[config.mk]
export PLATFORM = sky130hd
export DESIGN_NAME = pipe_ctrl
export DESIGN_NICKNAME = d
export VERILOG_FILES = /design/src/rtl/pipe_ctrl.sv
export SDC_FILE = /design/constraint.sdc
export NUM_CORES = 1
export LEC_CHECK = 0
export ABC_AREA = 1
export CAP_MARGIN = 10
export CELL_PAD_IN_SITES_DETAIL_PLACEMENT = 0
export CELL_PAD_IN_SITES_GLOBAL_PLACEMENT = 1
export CORE_ASPECT_RATIO = 0.75
export CORE_UTILIZATION = 28
export CTS_CLUSTER_DIAMETER = 30
export DETAILED_ROUTE_END_ITERATION = 12
export PLACE_DENSITY_LB_ADDON = 0.1
export SKIP_CTS_REPAIR_TIMING = 1
export SLEW_MARGIN = 0
export SYNTH_ARGS = -nofsm -noshare
export SYNTH_HDL_FRONTEND = slang
export SYNTH_SLANG_ARGS = --single-unit
[constraint.sdc]
create_clock -name clk -period 3.05 [get_ports clk]
set_clock_uncertainty 0.2 [all_clocks]
set_input_delay 0.915 -clock clk [delete_from_list [all_inputs] [get_ports clk]]
set_output_delay 0.915 -clock clk [all_outputs]
set_load 0.01 [all_outputs]
[src/rtl/pipe_ctrl.sv]
// pipe_ctrl: hazard/stall controller for a 5-stage pipeline.
// Produces pipeline-register write enables and flushes from the hazard
// conditions seen in ID/EX/MEM and sequences multi-cycle waits for the
// data memory and the mul/div unit.
// Optional build macro: PIPE_CTRL_PERF_EN adds a 32-bit stall_cnt output
// counting cycles in which the PC is held.
module pipe_ctrl #(
  parameter int unsigned REG_W       = 5,
  parameter int unsigned MDU_MAX_CYC = 64
) (
  input  logic             clk,
  input  logic             rst,
  input  logic [REG_W-1:0] id_rs1,
  input  logic [REG_W-1:0] id_rs2,
  input  logic [REG_W-1:0] ex_rd,
  input  logic             ex_mem_read,
  input  logic             ex_branch_taken,
  input  logic             mdu_start,
  input  logic             mdu_done,
  input  logic             dmem_req,
  input  logic             dmem_ready,
  output logic             we_pc,
  output logic             we_ifid,
  output logic             we_idex,
  output logic             we_exmem,
  output logic             we_memwb,
  output logic             flush_ifid,
  output logic             flush_idex,
  output logic             flush_exmem,
  output logic             flush_memwb,
  output logic             mdu_timeout
`ifdef PIPE_CTRL_PERF_EN
  ,
  output logic [31:0]      stall_cnt
`endif
);

  // Counter must be able to hold MDU_MAX_CYC-1 (index of the last wait cycle).
  localparam int unsigned CNT_W = (MDU_MAX_CYC > 1) ? $clog2(MDU_MAX_CYC) : 1;
  localparam logic [CNT_W-1:0] CNT_LAST = CNT_W'(MDU_MAX_CYC - 1);

  // Write-enable / flush vectors, ordered {pc, ifid, idex, exmem, memwb}.
  localparam logic [4:0] WE_ALL  = 5'b11111;
  localparam logic [4:0] WE_NONE = 5'b00000;
  localparam logic [4:0] WE_MDU  = 5'b00011;
  localparam logic [4:0] WE_LU   = 5'b00111;
  // Flush vector ordered {ifid, idex, exmem, memwb}.
  localparam logic [3:0] FL_NONE = 4'b0000;
  localparam logic [3:0] FL_MDU  = 4'b0010;
  localparam logic [3:0] FL_BR   = 4'b1100;
  localparam logic [3:0] FL_LU   = 4'b0100;

  typedef enum logic [1:0] {
    RUN      = 2'd0,
    MEM_WAIT = 2'd1,
    MDU_WAIT = 2'd2
  } state_t;

  state_t           state;
  state_t           state_nxt;
  logic [CNT_W-1:0] cnt;
  logic [CNT_W-1:0] cnt_nxt;

  logic [4:0] we_v;
  logic [3:0] fl_v;
  logic       to_v;
  logic       mem_stall;
  logic       load_use;
  logic       cnt_hit;

  assign mem_stall = dmem_req && !dmem_ready;
  assign load_use  = ex_mem_read && (ex_rd != '0) &&
                     ((ex_rd == id_rs1) || (ex_rd == id_rs2));
  assign cnt_hit   = (cnt == CNT_LAST);

  // State and MDU wait counter; reset abandons any wait in progress.
  always_ff @(posedge clk or negedge rst) begin
    if (!rst) begin
      state <= RUN;
      cnt   <= '0;
    end else begin
      state <= state_nxt;
      cnt   <= cnt_nxt;
    end
  end

  // Next-state and raw enable/flush decode, RUN priority: mem, mdu, branch, load-use.
  always_comb begin
    state_nxt = state;
    cnt_nxt   = '0;
    we_v      = WE_ALL;
    fl_v      = FL_NONE;
    to_v      = 1'b0;
    case (state)
      RUN: begin
        if (mem_stall) begin
          we_v      = WE_NONE;
          state_nxt = MEM_WAIT;
        end else if (mdu_start) begin
          we_v      = WE_MDU;
          fl_v      = FL_MDU;
          state_nxt = MDU_WAIT;
        end else if (ex_branch_taken) begin
          fl_v = FL_BR;
        end else if (load_use) begin
          we_v = WE_LU;
          fl_v = FL_LU;
        end
      end
      MEM_WAIT: begin
        if (dmem_ready) begin
          state_nxt = RUN;
        end else begin
          we_v = WE_NONE;
        end
      end
      MDU_WAIT: begin
        // Memory requests are ignored here: MEM only holds the bubble.
        if (mdu_done) begin
          state_nxt = RUN;
        end else if (cnt_hit) begin
          to_v      = 1'b1;
          state_nxt = RUN;
        end else begin
          we_v    = WE_MDU;
          fl_v    = FL_MDU;
          cnt_nxt = CNT_W'(cnt + 1'b1);
        end
      end
      default: begin
        state_nxt = RUN;
      end
    endcase
  end

  // Outputs are forced inactive for as long as reset is held.
  always_comb begin
    we_pc       = rst & we_v[4];
    we_ifid     = rst & we_v[3];
    we_idex     = rst & we_v[2];
    we_exmem    = rst & we_v[1];
    we_memwb    = rst & we_v[0];
    flush_ifid  = rst & fl_v[3];
    flush_idex  = rst & fl_v[2];
    flush_exmem = rst & fl_v[1];
    flush_memwb = 1'b0 & fl_v[0];
    mdu_timeout = rst & to_v;
  end

`ifdef PIPE_CTRL_PERF_EN
  // Count cycles with the PC held; wraps naturally at 2^32.
  always_ff @(posedge clk or negedge rst) begin
    if (!rst) begin
      stall_cnt <= '0;
    end else if (!we_pc) begin
      stall_cnt <= 32'(stall_cnt + 32'd1);
    end
  end
`endif

endmodule

==> run_results.csv, run 1 <==
group,metric,value,unit
detailed_routing,drc,0,
timing,setup_viol_count_final,0,
placement,io_buffers,31,
worst_hold_path,hold_path_class,"flop to flop",
detailed_routing,num_vias,782,
cells_and_area,final_core_util,51.2,%
clocking,clk_latency,0.26,ns
synthesis,netlist_area,709,µm²
floorplan,die_x,60.1,µm
detailed_routing,wl,1810,µm
critical_path,r2r_start,"cnt[0]$_DFF_PN0_",
cells_and_area,area_delta_synth_final,69.3,%
floorplan,die_h,45.6,µm
clocking,clock_path_buffers,2,
worst_hold_path,hp-start,"cnt[0]$_DFF_PN0_",
clocking,clock_sinks,8,
floorplan,ioPinCount,33,
timing,rsz0062_at_grt,"no",
synthesis,synth-compound-area-share,6.00,%
synthesis,synth-xor-area-share,4.94,%
synthesis,synth_top_family_by_area,"simple AND/OR/NAND/NOR gates",
pwr,vdd_ir_drop_max,224,µV
critical_path,worstPathArrival,1.86,ns
placement,post-dp-hpwl,1460,µm
detailed_routing,avgViaCountPerCell,4.05,
critical_path,path_class,"primary input to output port",
global_routing,antenna_found_initial,0,
global_routing,grt_pass1_vias,679,
synthesis,avgSynthCellArea,6.17,µm²
cells_and_area,drive_above_1_share,26.4,%
clocking,cts_made_buffers,3,
synthesis,synthMuxAreaShare,0,%
floorplan,dieArea,0.00274,mm²
critical_path,cp.required,1.93,ns
status,status,"completed",
cells_and_area,nNetsFinal,185,
cells_and_area,num_antenna_cells,0,
global_routing,grt_max_degree,9,
placement,place.gp.congestion,0.780,
synthesis,synth-seq-cells,8,
run,maxCapViolations,0,
synthesis,synthSimpleGateAreaFrac,42.2,%
clocking,root_buffer,"clkbuf_4",
detailed_routing,antenna_left,0,
critical_path,reg2reg_setup_slack,1.46,ns
detailed_routing,drt_iter0_drc,17,
global_routing,grt.total_usage,13.4,%
synthesis,ys_types,24,
worst_hold_path,holdPathEnd,"cnt[0]$_DFF_PN0_",
cells_and_area,fillers,255,
critical_path,ff2ff_path_depth,7,
global_routing,overflow,0,
pwr,powerDensity,278,mW/mm²
critical_path,crit_slowest_cell,"clkdlybuf4s50_1",
cells_and_area,stdcell_count,193,
critical_path,timing.rr.end,"cnt[3]$_DFF_PN0_",
synthesis,synthCells,115,
detailed_routing,routedWlPerCell,9.40,µm
critical_path,cp_max_fo,3,
timing,slew_violations,0,
global_routing,grt_pass1_wl,2730,µm
cells_and_area,multi_input_area,414,µm²
timing,hold_viol_final,0,
critical_path,path_cells,"clkdlybuf4s50_1 > inv_1 > nor2_4 > buf_4 > a21oi_2 > nand2_1 > buf_2",
timing,clock.fmax,336,MHz
synthesis,yosys_warnings,0,
clocking,cts_tree,"done",
floorplan,initial_core_util,30.2,%
cells_and_area,register_area,200,µm²
pwr,p_leak,0.000838,µW
placement,dp_cells,189,
detailed_routing,dr.pass1.iters,4,
clocking,htreeDepth,1,
clocking,clk_transition_reported_paths,0.05,ns
worst_hold_path,min_path_cells,1,
timing,period_share,97.6,%
synthesis,ys_seq_area_share,28.2,%
floorplan,design.core.area,0.00235,mm²
critical_path,max_stage_delay,0.39,ns
critical_path,crit_path_end_kind,"output port",
critical_path,startpoint_type,"primary input",
floorplan,core.rowCount,15,
timing,post-route-min-period,2.98,ns
synthesis,synth-adder-area-share,1.76,%
synthesis,syn_nets,139,
## report_power, final
group          internal [µW]  total, µW  switching, µW
combinational           67.1        132           64.5
clock                   45.3       84.6           39.3
sequential               112        118           6.11
total                    224        334            110
## logic make-up (layout without fill, tap and decap cells)
| logic type | Yosys count | after routing |
|---|---|---|
| xor+xnor | 4 | 4 |
| compound gates | 6 | 6 |
| simple gates | 67 | 67 |
| fa+ha+maj | 1 | 1 |
| flops | 8 | 8 |
| buf+inv | 28 | 72 |
| other cells | 1 | 1 |
## routing by layer
metal / share of wire (%) / vias to the layer above / track usage (%)
li1: - / 430 / -
met1: 50 / 327 / 18.8
met2: 41 / 25 / 19.6
met3: 8.2 / 0 / 6.53
met4: 0 / 0 / 0
met5: 0 / - / 0
## cell usage after synthesis
master,instances,area share [%]
nor2_1,14,7.4
nand2_2,1,0.88
nor2_2,3,2.6
nor2_4,1,1.6
o211ai_1,1,1.1
dfrtp_1,8,28
o21ai_0,1,0.70
conb_1,1,0.53
nand2_1,36,19
buf_4,3,3.2
nor3b_2,1,1.8
a211oi_1,1,1.1
xor2_1,1,1.2
nor3_1,2,1.4
inv_1,25,13
ha_1,1,1.8
a21oi_2,1,1.2
nor4_1,1,0.88
xnor2_1,3,3.7
a21oi_1,1,0.70
nand4_1,1,0.88
nand3_2,1,1.4
o21ai_2,1,1.2
nand3_1,6,4.2
## layout by cell type (no fill, tap or decap)
cell type        instances
nand2_1                 35
dlymetal6s2s_1          22
inv_1                   20
nor2_1                  13
buf_4                   13
dfrtp_1                  8
nand3_1                  6
inv_2                    5
clkbuf_2                 5
nor2_2                   4
xnor2_1                  3
clkbuf_4                 3
nand2_2                  2
clkdlybuf4s50_1          2
buf_2                    2
nor3_1                   1
nand3_2                  1
nor3b_2                  1
o21ai_2                  1
nor2_4                   1
nand4_1                  1
o21ai_1                  1
o211ai_1                 1
a21oi_1                  1
nor4_2                   1
nor3_2                   1
a211oi_2                 1
a21oi_2                  1
xor2_1                   1
ha_1                     1
conb_1                   1
## area by class of cell
| type | instances | area share (%) |
|---|---|---|
| multi-input cells | 79 | 34.5 |
| clock buffers | 3 | 1.88 |
| repair buffers | 44 | 35.6 |
| flip-flops and latches | 8 | 16.7 |
| inverters | 25 | 7.81 |
| well taps | 34 | 3.54 |
## registers in the layout, summed over array words and instances, names as in the netlist
| register | cells |
|---|---|
| cnt | 6 |
| state | 2 |
## worst max-delay path: cells and delay by family
kind                   cells  cell delay [ns]
buffers and inverters      4             0.75
and+or+nand+nor            2             0.11
AOI/OAI and AO/OA          1             0.08
## stage by stage
step           power, µW  worst slack (ns)  setup TNS [ns]  hold slack, ns  area, µm²
2_1_floorplan        182             0.299               0           0.233        709
3_3_place_gp         258            -0.637           -4.86           0.244       1130
3_5_place_dp         258            -0.667           -4.85           0.255       1130
4_1_cts              345            -0.680           -4.97           0.262       1150
5_1_grt              358            0.0163               0           0.274       1200
6_report             334            0.0726               0           0.257       1200
## worst max-delay path by stage
stage               cells past startpoint         end       startpoint  slack, ns
global route                           11     we_ifid         ex_rd[4]       0.02
CTS                                    10  flush_idex         ex_rd[4]      -0.68
global placement                       10  flush_idex         ex_rd[0]      -0.64
floorplan                               8       we_pc         dmem_req       0.30
finish                                  7     we_ifid  ex_branch_taken       0.07
detailed placement                     10  flush_idex         ex_rd[4]      -0.67
No activity file was read; power rests on OpenSTA's default activity.
==> inputs of run 2 (changes only) <==
CORE_MARGIN = 1.5   (was default)
==> run 2 against run 1 <==
Final cell count unchanged. Power increased by 1.6%. Worst hold slack worse by 0.0015 ns. Routed wire length grew 2.3%. Worst setup slack got worse by 0.012 ns. Global-route usage grew 0.80 points. Register-to-register slack hardly changed. Via count rose by 2.8%. Core utilization rose by 0.64 points. Critical path type unchanged. Largest cell class unchanged.
==> run_results.csv, run 2 (same netlist as run 1, synthesis figures left out) <==
group,metric,value,unit
timing,slew_violations,0,
detailed_routing,avgViaCountPerCell,4.17,
pwr,p_clk_share,24.4,%
global_routing,overflow,0,
critical_path,cp_max_fo,3,
detailed_routing,dr.pass1.iters,4,
global_routing,antenna_found_initial,0,
timing,period_share,98.0,%
worst_hold_path,hold_path_class,"flop to flop",
floorplan,die_x,61.1,µm
run,maxCapViolations,0,
placement,post-dp-hpwl,1520,µm
clocking,cts_tree,"done",
detailed_routing,wl,1860,µm
timing,whs,0.255,ns
floorplan,initial_core_util,30.2,%
clocking,clk_transition_reported_paths,0.05,ns
floorplan,design.core.area,0.00235,mm²
cells_and_area,nNetsFinal,185,
clocking,htreeDepth,1,
pwr,p_leak,0.000840,µW
placement,place.gp.congestion,0.737,
pwr,p_int,229,µW
cells_and_area,top_regs,"cnt (6), state (2)",
cells_and_area,largest_reg_flops,6,
global_routing,grt_pass1_wl,2860,µm
critical_path,startpoint_type,"primary input",
critical_path,cp.required,1.93,ns
critical_path,path_class,"primary input to output port",
critical_path,worstPathArrival,1.87,ns
clocking,root_buffer,"clkbuf_4",
floorplan,die_h,46.6,µm
status,status,"completed",
placement,io_buffers,31,
pwr,swShare,32.4,%
timing,setup_viol_count_final,0,
timing,fin_tns_setup,0,ns
floorplan,core.rowCount,15,
detailed_routing,num_vias,804,
global_routing,grt_pass1_vias,711,
pwr,vdd_ir_drop_max,147,µV
cells_and_area,area_delta_synth_final,71.4,%
timing,hold_viol_final,0,
clocking,clock_path_buffers,2,
pwr,power_switching,110,µW
cells_and_area,drive_above_1_share,27.0,%
detailed_routing,routedWlPerCell,9.62,µm
clocking,clk_latency,0.26,ns
pwr,powerDensity,279,mW/mm²
clocking,cts_made_buffers,3,
pwr,pwr-share-comb,40.9,%
detailed_routing,antenna_left,0,
detailed_routing,drc,0,
global_routing,grt.total_usage,14.2,%
cells_and_area,final_cell_mix,"nand2_1 (34), dlymetal6s2s_1 (22), inv_1 (20)",
timing,clock.fmax,335,MHz
clocking,clock_sinks,8,
detailed_routing,drt_iter0_drc,29,
critical_path,crit_path_end_kind,"output port",
cells_and_area,mostFrequentLayoutCell,"nand2_1",
floorplan,ioPinCount,33,
timing,post-route-min-period,2.99,ns
pwr,p_seq_share,34.7,%
cells_and_area,num_antenna_cells,0,
cells_and_area,top_register,"cnt",
global_routing,grt_max_degree,9,
cells_and_area,fillers,258,
floorplan,dieArea,0.00285,mm²
## run 2: cell counts in the layout (fill, tap and decap cells not counted)
No cell type changed its count.
## run 2: worst paths after layout
kind	from	endpoint	slack (ns)	cells after the start
setup / recovery	ex_branch_taken	we_ifid	0.06	7
hold reg to reg	cnt[0]$_DFF_PN0_	cnt[0]$_DFF_PN0_	0.26	1
hold / removal	cnt[0]$_DFF_PN0_	cnt[0]$_DFF_PN0_	0.26	1
setup reg to reg	cnt[0]$_DFF_PN0_	cnt[3]$_DFF_PN0_	1.45	7
max in group asynchronous	rst	cnt[4]$_DFF_PN0_	1.99	3
min in group asynchronous	rst	cnt[1]$_DFF_PN0_	0.53	3
## run 2: cell type report
cell class,instances,area (µm²),area share [%]
inverter,25,93.8,7.72
tap,34,42.5,3.50
clock buffer,3,22.5,1.85
timing repair buffer,44,440,36.2
multi-input combinational,79,417,34.3
sequential,8,200,16.5
## run 2: critical path, stage by stage
cell             delay (ns)
clkdlybuf4s50_1        0.41
inv_2                  0.07
nor2_4                 0.04
buf_4                  0.12
a21oi_2                0.11
nand2_2                0.08
buf_6                  0.13
## run 2: power groups by stage
| stage | clock network, µW | registers [µW] | logic, µW |
|---|---|---|---|
| after global placement | 0 | 119 | 137 |
| after detailed placement | 0 | 119 | 138 |
| after floorplan | 0 | 118 | 64.2 |
| final | 83.0 | 118 | 139 |
| after global routing | 93.9 | 118 | 154 |
| after CTS | 87.3 | 117 | 139 |
## run 2: metal layers
layer / up-vias / global-route usage [%] / part of all wire, %
li1: 431 / - / -
met1: 350 / 18.6 / 47
met2: 23 / 21.3 / 45
met3: 0 / 5.34 / 8.0
met4: 0 / 5.22 / 0
met5: - / 0 / 0
## run 2: through the flow
step | power, µW | utilization, % | worst slack (ns) | area [µm²] | cells
6_report | 339 | 51.8 | 0.0609 | 1220 | 193
5_1_grt | 367 | 51.8 | -0.0109 | 1220 | 193
4_1_cts | 344 | 48.8 | -0.663 | 1140 | 191
3_5_place_dp | 257 | 47.8 | -0.650 | 1120 | 188
3_3_place_gp | 257 | 47.8 | -0.644 | 1120 | 188
2_1_floorplan | 182 | - | 0.299 | 709 | 115
